==> config.mk <==
export PLATFORM = sky130hd
export DESIGN_NAME = frog_motion_controller
export DESIGN_NICKNAME = d
export VERILOG_FILES = /design/src/rtl/frog_motion_controller.sv
export SDC_FILE = /design/constraint.sdc
export NUM_CORES = 1
export LEC_CHECK = 0
export ABC_AREA = 1
export BUFFER_PORTS_ARGS = -buffer_cell sky130_fd_sc_hd__buf_2
export CAP_MARGIN = 20
export CORE_MARGIN = 8
export CORE_UTILIZATION = 59
export DETAILED_ROUTE_END_ITERATION = 10
export PLACE_DENSITY = 0.92
export SYNTH_ARGS = -nofsm -noshare
export SYNTH_HDL_FRONTEND = slang
export SYNTH_SLANG_ARGS = --single-unit
==> constraint.sdc <==
create_clock -name clk -period 2.9 [get_ports clk]
set_clock_uncertainty 0.05 [all_clocks]
set_input_delay 0.58 -clock clk [delete_from_list [all_inputs] [get_ports clk]]
set_output_delay 0.58 -clock clk [all_outputs]
set_load 0.01 [all_outputs]
==> src/rtl/frog_motion_controller.sv <==
// Frog game-state stage: synchronizes buttons, then on each frame_tick applies hops, collisions, lives, score and respawn.
// Optional build macro FROG_WRAP_EN: horizontal hops that leave the screen wrap to the opposite edge.
module frog_motion_controller #(
  parameter int H_DISPLAY       = 640,
  parameter int V_DISPLAY       = 480,
  parameter int FROG_SIZE       = 32,
  parameter int CAR_SIZE        = 32,
  parameter int STEP            = 32,
  parameter int START_X         = 304,
  parameter int START_Y         = 448,
  parameter int LIVES_INIT      = 3,
  parameter int COOLDOWN_FRAMES = 8,
  parameter int RESPAWN_FRAMES  = 60
) (
  input  logic       clk,
  input  logic       rst_n,
  input  logic       btn_up,
  input  logic       btn_down,
  input  logic       btn_left,
  input  logic       btn_right,
  input  logic       frame_tick,
  input  logic [9:0] car_x,
  input  logic [9:0] car_y,
  output logic [9:0] frog_x,
  output logic [9:0] frog_y,
  output logic [1:0] lives,
  output logic [7:0] score,
  output logic       hit,
  output logic       game_over
);

  typedef enum logic [1:0] {ST_PLAY = 2'd0, ST_DEAD = 2'd1, ST_OVER = 2'd2} state_t;
  // Lower encoding = higher priority among real moves.
  typedef enum logic [2:0] {MV_NONE = 3'd0, MV_UP = 3'd1, MV_DOWN = 3'd2, MV_LEFT = 3'd3, MV_RIGHT = 3'd4} move_t;

  localparam logic [9:0]  START_X_C   = 10'(START_X);
  localparam logic [9:0]  START_Y_C   = 10'(START_Y);
  localparam logic [9:0]  STEP_C      = 10'(STEP);
  localparam logic [9:0]  X_MAX_C     = 10'(H_DISPLAY - FROG_SIZE);
  localparam logic [9:0]  Y_MAX_C     = 10'(V_DISPLAY - FROG_SIZE);
  localparam logic [10:0] FROG_SIZE_C = 11'(FROG_SIZE);
  localparam logic [10:0] CAR_SIZE_C  = 11'(CAR_SIZE);
  localparam logic [7:0]  COOLDOWN_C  = 8'(COOLDOWN_FRAMES);
  localparam logic [7:0]  RESPAWN_C   = 8'(RESPAWN_FRAMES);
  localparam logic [1:0]  LIVES_C     = 2'(LIVES_INIT);

  // Button vectors ordered {up, down, left, right}.
  logic [3:0] sync1_r, sync2_r, prev_r, rise_s;
  move_t      pending_r, edge_move_s;

  state_t     state_r, state_nxt_s;
  logic [9:0] frog_x_r, frog_x_nxt_s, frog_y_r, frog_y_nxt_s;
  logic [1:0] lives_r, lives_nxt_s;
  logic [7:0] score_r, score_nxt_s;
  logic [7:0] cooldown_r, cooldown_nxt_s;
  logic [7:0] timer_r, timer_nxt_s;
  logic       goal_r, goal_nxt_s;
  logic       hit_r, hit_nxt_s;
  logic       over_r;

  logic       hop_ok_s;
  logic [9:0] hop_x_s, hop_y_s;
  logic       collide_s;

  // Two-flop synchronizer plus previous-sample register for edge detection.
  always_ff @(posedge clk or negedge rst_n) begin
    if (!rst_n) begin
      sync1_r <= 4'b0000;
      sync2_r <= 4'b0000;
      prev_r  <= 4'b0000;
    end else begin
      sync1_r <= {btn_up, btn_down, btn_left, btn_right};
      sync2_r <= sync1_r;
      prev_r  <= sync2_r;
    end
  end

  assign rise_s = sync2_r & ~prev_r;

  // Highest-priority rising edge seen this cycle.
  always_comb begin
    edge_move_s = MV_NONE;
    if (rise_s[3]) begin
      edge_move_s = MV_UP;
    end else if (rise_s[2]) begin
      edge_move_s = MV_DOWN;
    end else if (rise_s[1]) begin
      edge_move_s = MV_LEFT;
    end else if (rise_s[0]) begin
      edge_move_s = MV_RIGHT;
    end else begin
      edge_move_s = MV_NONE;
    end
  end

  // Pending move: cleared by every tick, only replaced by a higher-priority edge.
  always_ff @(posedge clk or negedge rst_n) begin
    if (!rst_n) begin
      pending_r <= MV_NONE;
    end else if (frame_tick) begin
      pending_r <= MV_NONE;
    end else if (edge_move_s != MV_NONE && (pending_r == MV_NONE || edge_move_s < pending_r)) begin
      pending_r <= edge_move_s;
    end else begin
      pending_r <= pending_r;
    end
  end

  // Candidate hop target and whether it is legal.
  always_comb begin
    hop_ok_s = 1'b0;
    hop_x_s  = frog_x_r;
    hop_y_s  = frog_y_r;
    case (pending_r)
      MV_UP: begin
        if (frog_y_r >= STEP_C) begin
          hop_ok_s = 1'b1;
          hop_y_s  = frog_y_r - STEP_C;
        end else begin
          hop_ok_s = 1'b0;
        end
      end
      MV_DOWN: begin
        if (({1'b0, frog_y_r} + {1'b0, STEP_C}) <= {1'b0, Y_MAX_C}) begin
          hop_ok_s = 1'b1;
          hop_y_s  = frog_y_r + STEP_C;
        end else begin
          hop_ok_s = 1'b0;
        end
      end
      MV_LEFT: begin
        if (frog_x_r >= STEP_C) begin
          hop_ok_s = 1'b1;
          hop_x_s  = frog_x_r - STEP_C;
        end else begin
`ifdef FROG_WRAP_EN
          hop_ok_s = 1'b1;
          hop_x_s  = X_MAX_C;
`else
          hop_ok_s = 1'b0;
`endif
        end
      end
      MV_RIGHT: begin
        if (({1'b0, frog_x_r} + {1'b0, STEP_C}) <= {1'b0, X_MAX_C}) begin
          hop_ok_s = 1'b1;
          hop_x_s  = frog_x_r + STEP_C;
        end else begin
`ifdef FROG_WRAP_EN
          hop_ok_s = 1'b1;
          hop_x_s  = 10'd0;
`else
          hop_ok_s = 1'b0;
`endif
        end
      end
      default: begin
        hop_ok_s = 1'b0;
      end
    endcase
  end

  // Box overlap using 11-bit sums so edges near 1023 cannot wrap.
  assign collide_s = ({1'b0, car_x} < ({1'b0, frog_x_r} + FROG_SIZE_C)) &&
                     ({1'b0, frog_x_r} < ({1'b0, car_x} + CAR_SIZE_C)) &&
                     ({1'b0, car_y} < ({1'b0, frog_y_r} + FROG_SIZE_C)) &&
                     ({1'b0, frog_y_r} < ({1'b0, car_y} + CAR_SIZE_C));

  // Per-frame game update; everything holds between ticks.
  always_comb begin
    state_nxt_s    = state_r;
    frog_x_nxt_s   = frog_x_r;
    frog_y_nxt_s   = frog_y_r;
    lives_nxt_s    = lives_r;
    score_nxt_s    = score_r;
    cooldown_nxt_s = cooldown_r;
    timer_nxt_s    = timer_r;
    goal_nxt_s     = goal_r;
    hit_nxt_s      = 1'b0;
    if (frame_tick) begin
      case (state_r)
        ST_PLAY: begin
          if (collide_s) begin
            hit_nxt_s   = 1'b1;
            lives_nxt_s = lives_r - 2'd1;
            goal_nxt_s  = 1'b0;
            if (lives_r == 2'd1) begin
              state_nxt_s = ST_OVER;
            end else begin
              state_nxt_s = ST_DEAD;
              timer_nxt_s = RESPAWN_C;
            end
          end else if (goal_r) begin
            frog_x_nxt_s = START_X_C;
            frog_y_nxt_s = START_Y_C;
            goal_nxt_s   = 1'b0;
            if (cooldown_r != 8'd0) begin
              cooldown_nxt_s = cooldown_r - 8'd1;
            end else begin
              cooldown_nxt_s = 8'd0;
            end
          end else if (pending_r != MV_NONE && cooldown_r == 8'd0) begin
            if (hop_ok_s) begin
              frog_x_nxt_s   = hop_x_s;
              frog_y_nxt_s   = hop_y_s;
              cooldown_nxt_s = COOLDOWN_C;
              if (hop_y_s == 10'd0) begin
                goal_nxt_s  = 1'b1;
                score_nxt_s = (score_r == 8'hFF) ? score_r : score_r + 8'd1;
              end else begin
                goal_nxt_s = 1'b0;
              end
            end else begin
              cooldown_nxt_s = cooldown_r;
            end
          end else if (cooldown_r != 8'd0) begin
            cooldown_nxt_s = cooldown_r - 8'd1;
          end else begin
            cooldown_nxt_s = cooldown_r;
          end
        end
        ST_DEAD: begin
          if (timer_r <= 8'd1) begin
            timer_nxt_s    = 8'd0;
            frog_x_nxt_s   = START_X_C;
            frog_y_nxt_s   = START_Y_C;
            cooldown_nxt_s = 8'd0;
            state_nxt_s    = ST_PLAY;
          end else begin
            timer_nxt_s = timer_r - 8'd1;
          end
        end
        ST_OVER: begin
          if (pending_r != MV_NONE) begin
            lives_nxt_s    = LIVES_C;
            score_nxt_s    = 8'd0;
            frog_x_nxt_s   = START_X_C;
            frog_y_nxt_s   = START_Y_C;
            cooldown_nxt_s = 8'd0;
            goal_nxt_s     = 1'b0;
            state_nxt_s    = ST_PLAY;
          end else begin
            state_nxt_s = ST_OVER;
          end
        end
        default: begin
          state_nxt_s = ST_PLAY;
        end
      endcase
    end else begin
      hit_nxt_s = 1'b0;
    end
  end

  // Game state registers.
  always_ff @(posedge clk or negedge rst_n) begin
    if (!rst_n) begin
      state_r    <= ST_PLAY;
      frog_x_r   <= START_X_C;
      frog_y_r   <= START_Y_C;
      lives_r    <= LIVES_C;
      score_r    <= 8'd0;
      cooldown_r <= 8'd0;
      timer_r    <= 8'd0;
      goal_r     <= 1'b0;
      hit_r      <= 1'b0;
      over_r     <= 1'b0;
    end else begin
      state_r    <= state_nxt_s;
      frog_x_r   <= frog_x_nxt_s;
      frog_y_r   <= frog_y_nxt_s;
      lives_r    <= lives_nxt_s;
      score_r    <= score_nxt_s;
      cooldown_r <= cooldown_nxt_s;
      timer_r    <= timer_nxt_s;
      goal_r     <= goal_nxt_s;
      hit_r      <= hit_nxt_s;
      over_r     <= (state_nxt_s == ST_OVER);
    end
  end

  assign frog_x    = frog_x_r;
  assign frog_y    = frog_y_r;
  assign lives     = lives_r;
  assign score     = score_r;
  assign hit       = hit_r;
  assign game_over = over_r;

endmodule

# Word level (Yosys, flattened, before mapping)
# Cells that the tools add are included.
# totals
regBits	66
inputBits	27
out_inout_bits	32
word_cells	158
# classes
add_sub_neg	12
magnitude_cmp	10
eq_ne	26
n_mux	70
bitwise_logic	2
n_reduce_logical	24
# ops
cell	n
10-bit two-way mux	16
8-bit two-way mux	17
10-bit one-hot mux with 3 select lines	2
10-bit by 6-bit adder with 11-bit output, second input constant	4
10-bit by 11-bit < comparator with 1-bit output	4
10-bit one-hot mux with 2 select lines	2
8-bit one-hot mux with 2 select lines	2
8-bit one-hot mux with 3 select lines	1
10-bit by 6-bit adder with 10-bit output, second input constant	2
10-bit by 6-bit >= comparator with 1-bit output, second input constant	2
2-bit != test, second input constant	10
4-bit != test, second input constant	5
10-bit by 6-bit subtractor with 10-bit output, second input constant	2
3-bit two-way mux	6
8-bit by 1-bit subtractor with 8-bit output, second input constant	2
2-bit two-way mux	7
7-bit AND reduction	2
1-bit two-way mux	13
11-bit by 10-bit <= comparator with 1-bit output, second input constant	1
11-bit by 9-bit <= comparator with 1-bit output, second input constant	1
10-bit logical NOT	1
10-bit AND reduction	1
9-bit AND reduction	1
3-bit nonzero test	3
26 further kinds	37

# Longest topological paths before layout
# depth
depth_word	11
mapped_depth	18
ltp_nobuf	17

# Worst setup path after synthesis
# OpenSTA, ideal clock, no wires.
# synth_timing
path_type	reg-to-reg
start	register frog_x_r[5], in the netlist frog_x[5]
end	register cooldown_r[7]
setup_time_ns	0.119
arrival_time_ns	2.443
t_required_ns	2.731
slack_ns	0.288
path_stages_with_launch	16
n_path_buf	1
synth_period_minus_slack_ns	2.612
cell_sequence	dfstp_2 > inv_1 > ha_1 > inv_1 > ha_1 > a21oi_1 > nand2_1 > nand4_1 > nand3_2 > nor2_4 > nand4_2 > nand2_4 > nor2_4 > buf_6 > a21oi_1 > nor2_1
# synth_via
elab_chain_len	7
word_cells_on_any_way	14
cone_classes	add/sub: 1; order compare: 4; eq/ne: 2; mux: 3; reduce/logical: 4
# synth_rtl
element	line	rtl
start, declared	52	logic [9:0] frog_x_r, frog_x_nxt_s, frog_y_r, frog_y_nxt_s;
start signal, assigned	270	frog_x_r <= frog_x_nxt_s;
parallel branches: the longest is 6 deep, another holds 10-bit by 6-bit adder with 11-bit output	-	
7-bit AND reduction (no line) (*)	-	
end signal, assigned	274	cooldown_r <= cooldown_nxt_s;
end, declared	55	logic [7:0] cooldown_r, cooldown_nxt_s;
# Every way passes the cells marked *.
# A chain may end at the register's enable or synchronous reset.

# Worst setup path in the final report
# Ends and elaborated chain as after synthesis.

==> summary.txt <==
Status -> finished clean
Cells along the critical path -> buf_6, nand3_2, nand2_1, nand2_1, ha_1, a21o_1, nand3_1, nand2_1, inv_1, nand3_2, nor2_4, nand4_4, nand2_4, nor2_4, buf_4, a21oi_1, nor2_1
Buffers and inverters on the worst path -> 3
FILL cells -> 561
Final Cycle Share -> 96.3%
Finished Cell Area -> 5400 um2
Top Family by Delay on Critical Path -> simple AND/OR/NAND/NOR gates
Metal2 WL -> 5760 um
Clock Latency Late Sink -> 340 ps
PD cells -> 971 nW/um2
Synth async-reset ratio -> 100%
CP arrival -> 2970 ps
Top FF cell, synth -> dfrtp_1
Largest fanout on the critical path -> 8
Port Buf Inserts -> 49
Worst Path Required -> 3080 ps
Max Used Layer -> met4
DRC Markers -> 0
TritonCTS Buffers -> 9
Post-synthesis sequential area ratio -> 31.2%
Die Area -> 10,900 um2
Core ar. -> 7650 um2
Max Cap Violations -> 0
Share of layout cells above drive strength 1 -> 22.3%
Largest cells by area after synthesis -> dfrtp_1 (27%), nand2_1 (12%), ha_1 (11%)
Fmax -> 358 MHz
# rows -> 32
Wire per inst -> 14.6 um
Max-slew violations -> 0
Leak -> 2.73 nW
Slew @ Worst Pin -> 730 ps
Synth top area share -> 26.6%
Clock slew at reported path FFs -> 70 ps
N_diodes -> 0
Most frequent CP cell -> nand2_1
Final nets -> 764
Critical path's largest stage delay -> 610 ps
Syn Inst Count -> 625
EDFF count, synth -> 0
Die W -> 104 um
DR iter-0 viols -> 369
Setup CP Type -> flop to flop
Total wire length -> 11,800 um
Final core utilization -> 70.7%
Tmin final -> 2790 ps
Crit path capture type -> flop
Global-route wire length before repair -> 18,300 um
Synth Cell Area -> 4610 um2
GRT Residual Overflow -> 0
Placed cell area -> 4950 um2
GRT Util Overall -> 20.0%
Die H -> 104 um
DRT Pass-1 Iters -> 5
Worst hold path type -> input port to flop
Htree depth -> 3
Post-DR vias/cell -> 5.61
Vias in the first global route -> 4,193
TritonCTS clock tree -> done
DP Wirelength -> 8250 um
Finish-stage setup viols -> 0
Maximum VDD drop -> 0.584 mV
Cell accounting for the most synthesized area -> dfrtp_1
Starting Density -> 60.3%
Crit-path slowest cell -> dfstp_2
ANT nets after route -> 0
Flops & latches, synth -> 57
Root Buffer -> clkbuf_8
M1 WL -> 4780 um
Worst Setup Start Kind -> flop
Layout overhead on the synthesized area -> 17.3%
Met3 WL post-DR -> 917 um
Distinct cell type count after synthesis -> 46
Initial antenna violation count -> 0
# IOs -> 59
Rel. slew slack -> 51.3%
Final Hold Fails -> 0
RD Place Congestion -> 0.925
Syn Area/Cell -> 7.37 um2
Routed via count -> 4,502
Buffers from clock root to sink, at most -> 2
Largest net degree at the start of global routing -> 58
Yosys warning count -> 0
Clk sinks -> 57
[sequential cells by signal (all words and copies together), names as in the netlist]
signal,flops
sync1_r,4
goal_r,1
pending_r,3
cooldown_r,8
frog_y,5
sync2_r,4
hit,1
prev_r,4
state_r,2
lives,2
game_over,1
frog_x,6
timer_r,8
score,8
[logic make-up after synthesis]
logic type,Yosys count,synth area share [%]
AO/OA/AOI/OAI,76,9.29
XOR/XNOR,24,4.72
adder cells (fa/ha/maj),41,11.1
buffers and inverters,98,9.26
flip-flops,57,31.2
other,1,0.0814
AND/OR/NAND/NOR,328,34.3
[area by class of cell]
type	count	area, um2	share of cell area [%]
sequential	57	1440	26.6
timing repair buffer	67	384	7.11
tap	102	128	2.36
multi-input combinational	480	2940	54.4
clock inverter	5	80.1	1.48
clock buffer	11	131	2.43
inverter	81	304	5.63
[power by group]
group	internal, W	switching, W	leakage, nW	total [W]
clock	0.000483	0.000345	0.0995	0.000828
sequential	0.00105	0.000308	0.700	0.00136
combinational	0.00119	0.00187	1.93	0.00306
[worst reg2reg max path: stages (launching register included)]
cell	delay [ps]
dfstp_2	610
buf_6	140
nand3_2	80
nand2_1	80
nand2_1	90
ha_1	300
a21o_1	180
nand3_1	70
nand2_1	50
inv_1	60
nand3_2	80
nor2_4	190
nand4_4	160
nand2_4	140
nor2_4	70
buf_4	160
a21oi_1	120
nor2_1	60
[worst paths after layout]
| check | start | endpoint | slack, ps | cells past startpoint |
|---|---|---|---|---|
| setup reg to reg | frog_x[5] | cooldown_r[7] | 110 | 17 |
| hold / removal | btn_left | sync1_r[1] | 290 | 1 |
| min in group asynchronous | rst_n | sync1_r[2] | 330 | 2 |
| max in group asynchronous | rst_n | frog_y[5] | 1960 | 2 |
| setup / recovery | frog_x[5] | cooldown_r[7] | 110 | 17 |
| hold reg to reg | sync1_r[1] | sync2_r[1] | 300 | 0 |
[synthesized netlist by cell type, types with 3 or more instances]
cell type and n:
nand2_2 8, o21ai_0 21, inv_2 3, dfstp_2 8, nor2_4 3, xnor2_1 7, inv_1 76, nand3b_1 4
nor2_1 56, a21oi_1 25, nor3_1 14, and3_1 3, xor2_1 16, buf_4 11, nand2_4 4, o21ai_1 13
nand2_1 142, a21oi_2 5, a211oi_1 3, ha_1 41, nor2_2 8, nand3_2 4, nand4_1 14, nand3_1 58
dfrtp_1 49
[cells in the final DEF (no fill, tap or decap), types with 3 or more instances in the layout]
cell / n
buf_4: 17
a211oi_1: 3
dfrtp_1: 47
xor2_1: 15
clkbuf_8: 9
nand4_1: 14
conb_1: 9
inv_1: 74
nor3_1: 14
nand2_4: 5
inv_2: 5
ha_1: 34
buf_2: 49
a21oi_1: 22
nor2_1: 55
dfstp_2: 8
nand3_2: 6
nor2_2: 9
nor2_4: 4
o21ai_1: 14
nand3b_1: 4
and3_1: 3
nand2_2: 9
nand3_1: 56
a21oi_2: 8
xnor2_1: 7
o21ai_0: 20
nand2_1: 141
ha_4: 7
[through the flow]
stage                     total power, W  instances  worst slack (ps)  setup TNS [ps]  hold slack (ps)
final                            0.00525        803               107               0              287
after global routing             0.00564        803             -66.4            -206              278
after CTS                        0.00483        791              5.18               0              283
after detailed placement         0.00399        775             -2.46           -2.46              287
after global placement           0.00384        775               148               0              283
after floorplan                  0.00330        633               288               0              234
[routing by layer]
layer | vias up | track usage [%]
met5 | - | 0
li1 | 2170 | -
met1 | 2079 | 23.1
met3 | 40 | 5.33
met2 | 213 | 34.3
met4 | 0 | 7.76
[timing repair]
item / 4_1_cts / 5_1_grt
hold buffers: 0 / 0
gates resized for setup: 0 / 28
setup endpoints to repair: 2 / 40
cloned: 0 / 2
pin swaps: 1 / 10
setup buffers: 0 / 10
No activity file was read; power rests on OpenSTA's default activity.
